`src/rtl/mem_stage_pipelined_if.sv`:
```
// EX <-> MEM request/response bundle for the pipelined memory stage.
// master = EX side, slave = memory stage.
interface mem_stage_pipelined_if #(
  parameter int DATA_W = 16,
  parameter int ADDR_W = 16
);
  logic              req_valid;
  logic              req_ready;
  logic [ADDR_W-1:0] address;
  logic [DATA_W-1:0] write_data;
  logic              MemWrite;
  logic              MemRead;
  logic              Branch;
  logic              Zero;
  logic              rsp_valid;
  logic [DATA_W-1:0] read_data_mem;
  logic              PCSrc_out;
  logic              addr_err;
  logic              busy;

  modport master (
    output req_valid, address, write_data,
    output MemWrite, MemRead, Branch, Zero,
    input  req_ready, rsp_valid, read_data_mem,
    input  PCSrc_out, addr_err, busy
  );

  modport slave (
    input  req_valid, address, write_data,
    input  MemWrite, MemRead, Branch, Zero,
    output req_ready, rsp_valid, read_data_mem,
    output PCSrc_out, addr_err, busy
  );
endinterface

```
`src/rtl/mem_stage_pipelined.sv`:
```
// Pipelined MEM stage: word RAM, RD_LAT-cycle loads, single-cycle
// stores/no-ops, registered Branch&Zero aligned with the response.
module mem_stage_pipelined #(
  parameter int DATA_W = 16,
  parameter int ADDR_W = 16,
  parameter int DEPTH  = 256,
  parameter int RD_LAT = 1
) (
  input logic                  clk,
  input logic                  rst_n,
  mem_stage_pipelined_if.slave bus
);
  localparam int IDX_W = $clog2(DEPTH);
  localparam logic [2:0] CNT_INIT =
    (RD_LAT > 1) ? 3'(RD_LAT - 2) : 3'd0;

  typedef enum logic [1:0] {
    IDLE,
    WAIT,
    RESP
  } state_e;

  state_e            state_q;
  logic [2:0]        cnt_q;
  logic [DATA_W-1:0] mem_q [DEPTH];
  logic [DATA_W-1:0] rdata_q;
  logic [DATA_W-1:0] rd_hold_q;
  logic              pc_q;
  logic              err_q;
  logic              pc_hold_q;
  logic              err_hold_q;

  logic              accept;
  logic              in_range;
  logic              is_rd;
  logic              slow;
  logic              br_d;
  logic [IDX_W-1:0]  idx;
  logic [DATA_W-1:0] rd_word;

  assign bus.req_ready     = (state_q != WAIT);
  assign bus.rsp_valid     = (state_q == RESP);
  assign bus.busy          = (state_q == WAIT);
  assign bus.read_data_mem = rdata_q;
  assign bus.PCSrc_out     = pc_q;
  assign bus.addr_err      = err_q;

  // Extra bit so DEPTH == 2**ADDR_W still compares correctly.
  assign in_range = {1'b0, bus.address} < (ADDR_W + 1)'(DEPTH);
  assign accept   = bus.req_valid & bus.req_ready;
  assign idx      = bus.address[IDX_W-1:0];
  assign rd_word  = in_range ? mem_q[idx] : '0;
  assign is_rd    = bus.MemRead & ~bus.MemWrite;
  assign slow     = is_rd && (RD_LAT > 1);
  assign br_d     = bus.Branch & bus.Zero;

  always_ff @(posedge clk) begin
    if (accept && bus.MemWrite && in_range) begin
      mem_q[idx] <= bus.write_data;
    end
  end

  always_ff @(posedge clk or negedge rst_n) begin
    if (!rst_n) begin
      state_q    <= IDLE;
      cnt_q      <= '0;
      rdata_q    <= '0;
      pc_q       <= 1'b0;
      err_q      <= 1'b0;
      rd_hold_q  <= '0;
      pc_hold_q  <= 1'b0;
      err_hold_q <= 1'b0;
    end else begin
      unique case (state_q)
        IDLE, RESP: begin
          if (accept && slow) begin
            state_q    <= WAIT;
            cnt_q      <= CNT_INIT;
            rd_hold_q  <= rd_word;
            pc_hold_q  <= br_d;
            err_hold_q <= ~in_range;
          end else if (accept) begin
            state_q <= RESP;
            pc_q    <= br_d;
            err_q   <= ~in_range;
            if (is_rd) begin
              rdata_q <= rd_word;
            end
          end else begin
            state_q <= IDLE;
          end
        end
        WAIT: begin
          if (cnt_q == '0) begin
            state_q <= RESP;
            rdata_q <= rd_hold_q;
            pc_q    <= pc_hold_q;
            err_q   <= err_hold_q;
          end else begin
            cnt_q <= cnt_q - 3'd1;
          end
        end
        default: state_q <= IDLE;
      endcase
    end
  end
endmodule

```
`src/flat_wrapper.sv`:
```
// flat-port wrapper written by rule: the top's interface ports become plain ports
module mem_stage_pipelined_flat 
#(
  parameter int DATA_W = 16,
  parameter int ADDR_W = 16,
  parameter int DEPTH  = 256,
  parameter int RD_LAT = 1
)
  (clk, rst_n, bus_req_valid, bus_address, bus_write_data, bus_MemWrite, bus_MemRead, bus_Branch, bus_Zero, bus_req_ready, bus_rsp_valid, bus_read_data_mem, bus_PCSrc_out, bus_addr_err, bus_busy);
  mem_stage_pipelined_if #(.DATA_W(DATA_W), .ADDR_W(ADDR_W)) bus_i ();
  input logic clk;
  input logic rst_n;
  input wire logic [$bits(bus_i.req_valid)-1:0] bus_req_valid;
  input wire logic [$bits(bus_i.address)-1:0] bus_address;
  input wire logic [$bits(bus_i.write_data)-1:0] bus_write_data;
  input wire logic [$bits(bus_i.MemWrite)-1:0] bus_MemWrite;
  input wire logic [$bits(bus_i.MemRead)-1:0] bus_MemRead;
  input wire logic [$bits(bus_i.Branch)-1:0] bus_Branch;
  input wire logic [$bits(bus_i.Zero)-1:0] bus_Zero;
  output wire logic [$bits(bus_i.req_ready)-1:0] bus_req_ready;
  output wire logic [$bits(bus_i.rsp_valid)-1:0] bus_rsp_valid;
  output wire logic [$bits(bus_i.read_data_mem)-1:0] bus_read_data_mem;
  output wire logic [$bits(bus_i.PCSrc_out)-1:0] bus_PCSrc_out;
  output wire logic [$bits(bus_i.addr_err)-1:0] bus_addr_err;
  output wire logic [$bits(bus_i.busy)-1:0] bus_busy;
  assign bus_i.req_valid = bus_req_valid;
  assign bus_i.address = bus_address;
  assign bus_i.write_data = bus_write_data;
  assign bus_i.MemWrite = bus_MemWrite;
  assign bus_i.MemRead = bus_MemRead;
  assign bus_i.Branch = bus_Branch;
  assign bus_i.Zero = bus_Zero;
  assign bus_req_ready = bus_i.req_ready;
  assign bus_rsp_valid = bus_i.rsp_valid;
  assign bus_read_data_mem = bus_i.read_data_mem;
  assign bus_PCSrc_out = bus_i.PCSrc_out;
  assign bus_addr_err = bus_i.addr_err;
  assign bus_busy = bus_i.busy;
  mem_stage_pipelined #(.DATA_W(DATA_W), .ADDR_W(ADDR_W), .DEPTH(DEPTH), .RD_LAT(RD_LAT)) u_core (.clk(clk), .rst_n(rst_n), .bus(bus_i));
endmodule
```
`config.mk`:
```
export PLATFORM = sky130hd
export DESIGN_NAME = mem_stage_pipelined_flat
export DESIGN_NICKNAME = d
export VERILOG_FILES = /design/src/rtl/mem_stage_pipelined_if.sv /design/src/rtl/mem_stage_pipelined.sv /design/src/flat_wrapper.sv
export SDC_FILE = /design/constraint.sdc
export NUM_CORES = 2
export LEC_CHECK = 0
export CAP_MARGIN = 20
export CORE_UTILIZATION = 41
export DETAILED_ROUTE_END_ITERATION = 10
export PLACE_DENSITY_LB_ADDON = 0.1
export REMOVE_ABC_BUFFERS = 1
export SETUP_SLACK_MARGIN = 0.4
export SYNTH_ARGS = -nofsm -noshare
export SYNTH_HDL_FRONTEND = slang
export SYNTH_SLANG_ARGS = --single-unit
```
`constraint.sdc`:
```
create_clock -name clk -period 4.3 [get_ports clk]
set_input_delay 0.86 -clock clk [delete_from_list [all_inputs] [get_ports clk]]
set_output_delay 0.86 -clock clk [all_outputs]
set_load 0.03 [all_outputs]
```
* Word-level counts from Yosys, hierarchy flattened
Memories as Yosys holds them, arrays and structs flattened. Index checks and enable logic that the tools add are counted.
Storage, ports and cells: flip-flop bits (word level) 23, bits in latches 0, RAM bits 4096, ROM bits 0, input port bits 39, output and inout bits 21, logic and storage cells 44, memories kept 1
Memories:
- u_core.mem_q | depth 256, bits a word 16, read ports 1, clocked after Yosys merged registers in 0, wr ports 1, RTL line mem_stage_pipelined.sv:25 | logic [DATA_W-1:0] mem_q [DEPTH];
Cells by class: add/subtract/negate cells 1, multipliers 0, div/mod/pow operators 0, order comparisons 1, equality and inequality tests 6, shift-type cells 0, muxes and demuxes 15, bitwise operators 6, reduce and logical (&&, ||, !) cells 9
Operators with widths (number):
- $mux 16 | 4
- $pmux 16 s2 | 1
- $lt 16x9->1 const B | 1
- $ne 2x1->1 const B | 4
- $mux 1 | 5
- $mux 2 | 2
- $pmux 1 s2 | 2
- $pmux 2 s2 | 1
- $reduce_and 4->1 | 1
- $and 1x1->1 | 3
- $logic_not 3->1 | 1
- $not 1->1 | 3
- $reduce_and 3->1 | 1
- $sub 3x1->3 const B | 1
- $eq 2x1->1 const B | 1
- $eq 2x2->1 const B | 1
- $logic_and 1x1->1 | 2
- $logic_not 2->1 | 1
- $reduce_and 2->1 | 1
- $reduce_bool 2->1 | 1
- $reduce_or 2->1 | 1

* Logic depth before layout (Yosys ltp)
depth in word-level cells 6, depth in mapped cells 13, mapped depth without buffers 7

* Worst setup path before layout
No wires, ideal clock.
path kind input -> register, start in bus_address[1], end mem u_core.mem_q[114][0], enable pin, library setup time 0.388 ns, arrival time 3.430 ns, data required time 3.912 ns, path slack 0.482 ns, stages 10, buffers on the path 7, path through buf_2 buf_4 buf_2 buf_2 buf_2 buf_2 nor2b_1 nand2_1 clkbuf_1 nor2_1
On the way: cells in the longest elaborated chain, start to end 4
Ends and longest elaborated chain:
- start, declared | RTL line flat_wrapper.sv:14 | input wire logic [$bits(bus_i.address)-1:0] bus_address;
- $lt 16x9->1 | RTL line mem_stage_pipelined.sv:49 | assign in_range = {1'b0, bus.address} < (ADDR_W + 1)'(DEPTH);
- $logic_and 1x1->1 | RTL line mem_stage_pipelined.sv:58 | if (accept && bus.MemWrite && in_range) begin
- $mux 1 | RTL line mem_stage_pipelined.sv:58
- $mux 1 (not written as such) | RTL line mem_stage_pipelined.sv:59 | mem_q[idx] <= bus.write_data;
- end, declared | RTL line mem_stage_pipelined.sv:25
Parallel ways exist; a longest one is shown, timed or not.

* Worst setup path in the final report
start in bus_address[5], end reg u_core.rdata_q[12], in the netlist u_core.bus.read_data_mem[12]
On the way: cells in the longest elaborated chain, start to end 5, elaborated cells on any way between the ends 6, classes of those cells order compare (1); mux (4); memory (1)
Ends and longest elaborated chain:
- $mem_v2 256x16 / $lt 16x9->1 (equally long branches)
- $mux 16 * | RTL line mem_stage_pipelined.sv:52 | assign rd_word = in_range ? mem_q[idx] : '0;
- $mux 16 * | RTL line mem_stage_pipelined.sv:86 | if (is_rd) begin
- $mux 16 * | RTL line mem_stage_pipelined.sv:82 | end else if (accept) begin
- $pmux 16 s2 * | RTL line mem_stage_pipelined.sv:74 | unique case (state_q)
- end signal, assigned | RTL line mem_stage_pipelined.sv:87 | rdata_q <= rd_word;
- end signal, assigned | RTL line mem_stage_pipelined.sv:96 | rdata_q <= rd_hold_q;
- end, declared | RTL line mem_stage_pipelined.sv:26 | logic [DATA_W-1:0] rdata_q;
Mark *: on every way between the ends. The rest lies on a longest branch, timed or not. The select of a mux whose other input is x is not followed. A chain may end at the register's enable or synchronous reset.

==> flow_metrics.env <==
export IMPL_holdWs_ps=285.3
export IMPL_synth_edf_count=4096
export IMPL_grt_max_degree=127
export IMPL_r2r_start="u_core.mem_q[87][11]"
export IMPL_layout_common_cells="4096 x edfxtp_1, 770 x mux4_2, 583 x mux2i_1"
export IMPL_cpMaxStageDelayCell="a2111oi_0"
export IMPL_overflow=0
export IMPL_finalCriticalPeriod_ps=3865
export IMPL_async_flop_share_pct=0.4617
export IMPL_grt_pass1_vias=80280
export IMPL_syn_area_per_cell_sq_um=21.17
export IMPL_synth_cells=7458
export IMPL_vdd_drop_max_uv=379.6
export IMPL_power_density_nw_per_um2=451.7
export IMPL_arrival_ps=4690
export IMPL_cap_viol_max_count=0
export IMPL_stdcell_count=13780
export IMPL_start_util_pct=41.24
export IMPL_place_inst=12980
export IMPL_crit_path_end="u_core.bus.read_data_mem[12]"
export IMPL_syn2layout_area_growth_pct=18.62
export IMPL_power_uw=84600
export IMPL_vias=79920
export IMPL_gp_congestion=0.8445
export IMPL_synth_xor_area_share_pct=0
export IMPL_crit_path_end_kind="flop"
export IMPL_die_y_microns=622.6
export IMPL_drv_slew=0
export IMPL_cts_buffer_depth=4
export IMPL_layout_setup_ws_ps=434.7
export IMPL_critical_path_top_delay_family="compound AO/OA/AOI/OAI gates"
export IMPL_synth_top_flop_cell="edfxtp_1"
export IMPL_drt_wl_total_microns=466500
export IMPL_ctsRootBufferMaster="clkbuf_16"
export IMPL_drcViolationCount=0
export IMPL_wl_per_cell_microns=33.85
export IMPL_clkLatencyLatePin_ps=970
export IMPL_grt_pass1_wl_microns=647500
export IMPL_antenna_found_initial=26
export IMPL_path_class="in2reg"
export IMPL_nets=8417
export IMPL_cp_common_cell="buf_4"
export IMPL_vias_per_cell=5.799
export IMPL_layout_drive_gt1_share_pct=27.40
export IMPL_required_ps=5130
export IMPL_synth_top_family_by_area="multiplexers"
export IMPL_fmax_mhz=258.7
export IMPL_synth_seq_cells=4115
export IMPL_post_route_period_util_pct=89.89
export IMPL_synthSimpleGateAreaFrac_pct=1.880
export IMPL_synth_seq_area_share_pct=78.20
export IMPL_rsz0062_at_grt="no"
export IMPL_clkTransAtPathRegs_ps=60
export IMPL_crit_path_cell_trace="buf_2 > and3b_2 > and2_1 > buf_12 > a22o_1 > a2111oi_0 > buf_4 > o211ai_1 > buf_4 > a311oi_1 > buf_4 > o41ai_1"
export IMPL_worstMarginPinSlew_ps=1285
export IMPL_drtIter0Drc=9052
export IMPL_cp_start_kind="primary input"
export IMPL_r2r_cells=6
export IMPL_timing_critical_path_buf_inv=5
export IMPL_fin_skew_ps=38.17
export IMPL_die_w_microns=622.6
export IMPL_yosys_mux_area_fraction_pct=15.11
export IMPL_startpoint="bus_address[5]"
export IMPL_synth_cell_type_count=55
export IMPL_p_leak_uw=0.06019
export IMPL_post_dp_hpwl_microns=290100
export IMPL_critPathMaxStageDelay_ps=980
export IMPL_io_pins=60
export IMPL_rows=227
export IMPL_yosys_warnings=0
export IMPL_drtAntennaViolNets=0
export IMPL_port_buffers=57
export IMPL_synth_area_sq_um=157900
export IMPL_dr_pass1_iters=6
export IMPL_die_area_sq_um=387600
export IMPL_design_core_area_sq_um=382900
export IMPL_cts_tree="done"
export IMPL_synth_fa_ha_area_share_pct=0
export IMPL_final_common_cell="edfxtp_1"
export IMPL_place_worst_setup_slack_ps=-779.7
export IMPL_cp_depth=12
export IMPL_cts_sinks=4115
export IMPL_critPathMaxFanout=31
export IMPL_synth_compound_area_share_pct=3.467
export IMPL_grt_usage_pct=23.76
export IMPL_cts_htree_levels=5
export IMPL_outcome="finished, final reports clean"
export IMPL_cts_buffers=434
export IMPL_setup_viol=0
export IMPL_r2r_end="u_core.bus.read_data_mem[11]"
export IMPL_relSlewSlack_pct=14.34
export IMPL_ff2ff_setup_slack_ps=930
export IMPL_finalHoldViolCount=0
export IMPL_setup_tns_ps=0
export IMPL_hold_class="in2reg"
cell usage after synthesis (all sizes together) (7+ instances only):
cell type  number  area share, %
a2111oi        15          0.087
a211o          13          0.072
a21oi         151           0.48
a221oi         88           0.49
a22o           19           0.11
a22oi         157           0.75
a311oi         14          0.078
a31oi          17          0.067
a32oi          18           0.10
a41oi          13          0.072
and2            7          0.028
buf           257           0.87
clkbuf        191           0.45
dfrtp          19           0.30
edfxtp       4096             78
mux2           60           0.43
mux2i         583            3.7
mux4          770             11
nand2         174           0.41
nand2b         17          0.067
nand3         123           0.39
nand4          33           0.13
nor2          280           0.67
nor2b          11          0.044
nor3           10          0.032
nor4           16          0.063
o2111ai        15          0.083
o211ai         56           0.27
o21ai         111           0.35
o22ai          75           0.30
o41ai          13          0.072
state kept, by name, indices dropped and copies added (netlist names):
register / count
u_core.bus.read_data_mem: 16
u_core.state_q: 1
u_core.bus.PCSrc_out: 1
u_core.mem_q: 4096
u_core.bus.addr_err: 1
what timing repair did:
item	4_1_cts	5_1_grt
setup endpoints to repair	1	1
hold buffers	1	0
resized for setup	1	1
endpoints found under the hold margin	19	0
pin swaps	0	0
setup buffers	0	0
worst reg2reg max path, stage by stage, from the launching register on:
cell and delay [ps]:
edfxtp_1 360, mux4_2 470, a22oi_1 490, nand4_1 320
a211o_1 400, a221oi_1 1010, o41ai_1 160
cell families after synthesis:
group,count (synthesis)
other cells,2
simple gates,681
compound gates,793
flops,4115
buf+inv,454
mux,1413
cell type report:
class | instances | area [sq um]
Multi-Input combinational cell | 2889 | 32570
Antenna cell | 14 | 35.03
Timing Repair Buffer | 932 | 11330
Tap cell | 5038 | 6304
Sequential cell | 4115 | 123500
Fill cell | 31150 | 195600
Clock buffer | 548 | 11500
Clock inverter | 239 | 2063
Inverter | 6 | 22.52
per-layer routing:
metal  GRT usage [%]  routed length (microns)  up-vias
met2           38.70                   225800     2816
met1           33.68                   197000    43320
met5               0                       11        -
li1                -                        -    33240
met3           3.313                    30030      540
met4           6.420                    13680        2
how the worst min path moves through the flow:
stage | cells after the start | slack (ps) | start | endpoint
after floorplan | 0 | 560 | rst_n | u_core.bus.PCSrc_out
after global placement | 2 | 510 | u_core.bus.PCSrc_out | u_core.bus.PCSrc_out
after detailed placement | 2 | 540 | u_core.bus.addr_err | u_core.bus.addr_err
after CTS | 1 | 220 | bus_write_data[6] | u_core.mem_q[151][6]
after global routing | 1 | 250 | bus_write_data[6] | u_core.mem_q[151][6]
final | 1 | 290 | bus_write_data[6] | u_core.mem_q[149][6]
per-stage QoR:
stage | utilization [%] | cell area, sq um
final | 48.92 | 187300
after global routing | 48.91 | 187300
after CTS | 48.91 | 187300
after detailed placement | 45.36 | 173700
after global placement | 45.35 | 173600
after floorplan | - | 155800
power by group:
part	leakage (uW)	internal, uW	switching [uW]
Clock	0.00662	20700	15500
Combinational	0.0165	1530	2850
Sequential	0.0371	44100	9.42
Total	0.0602	66300	18300
No activity file was read; power rests on OpenSTA's default activity.
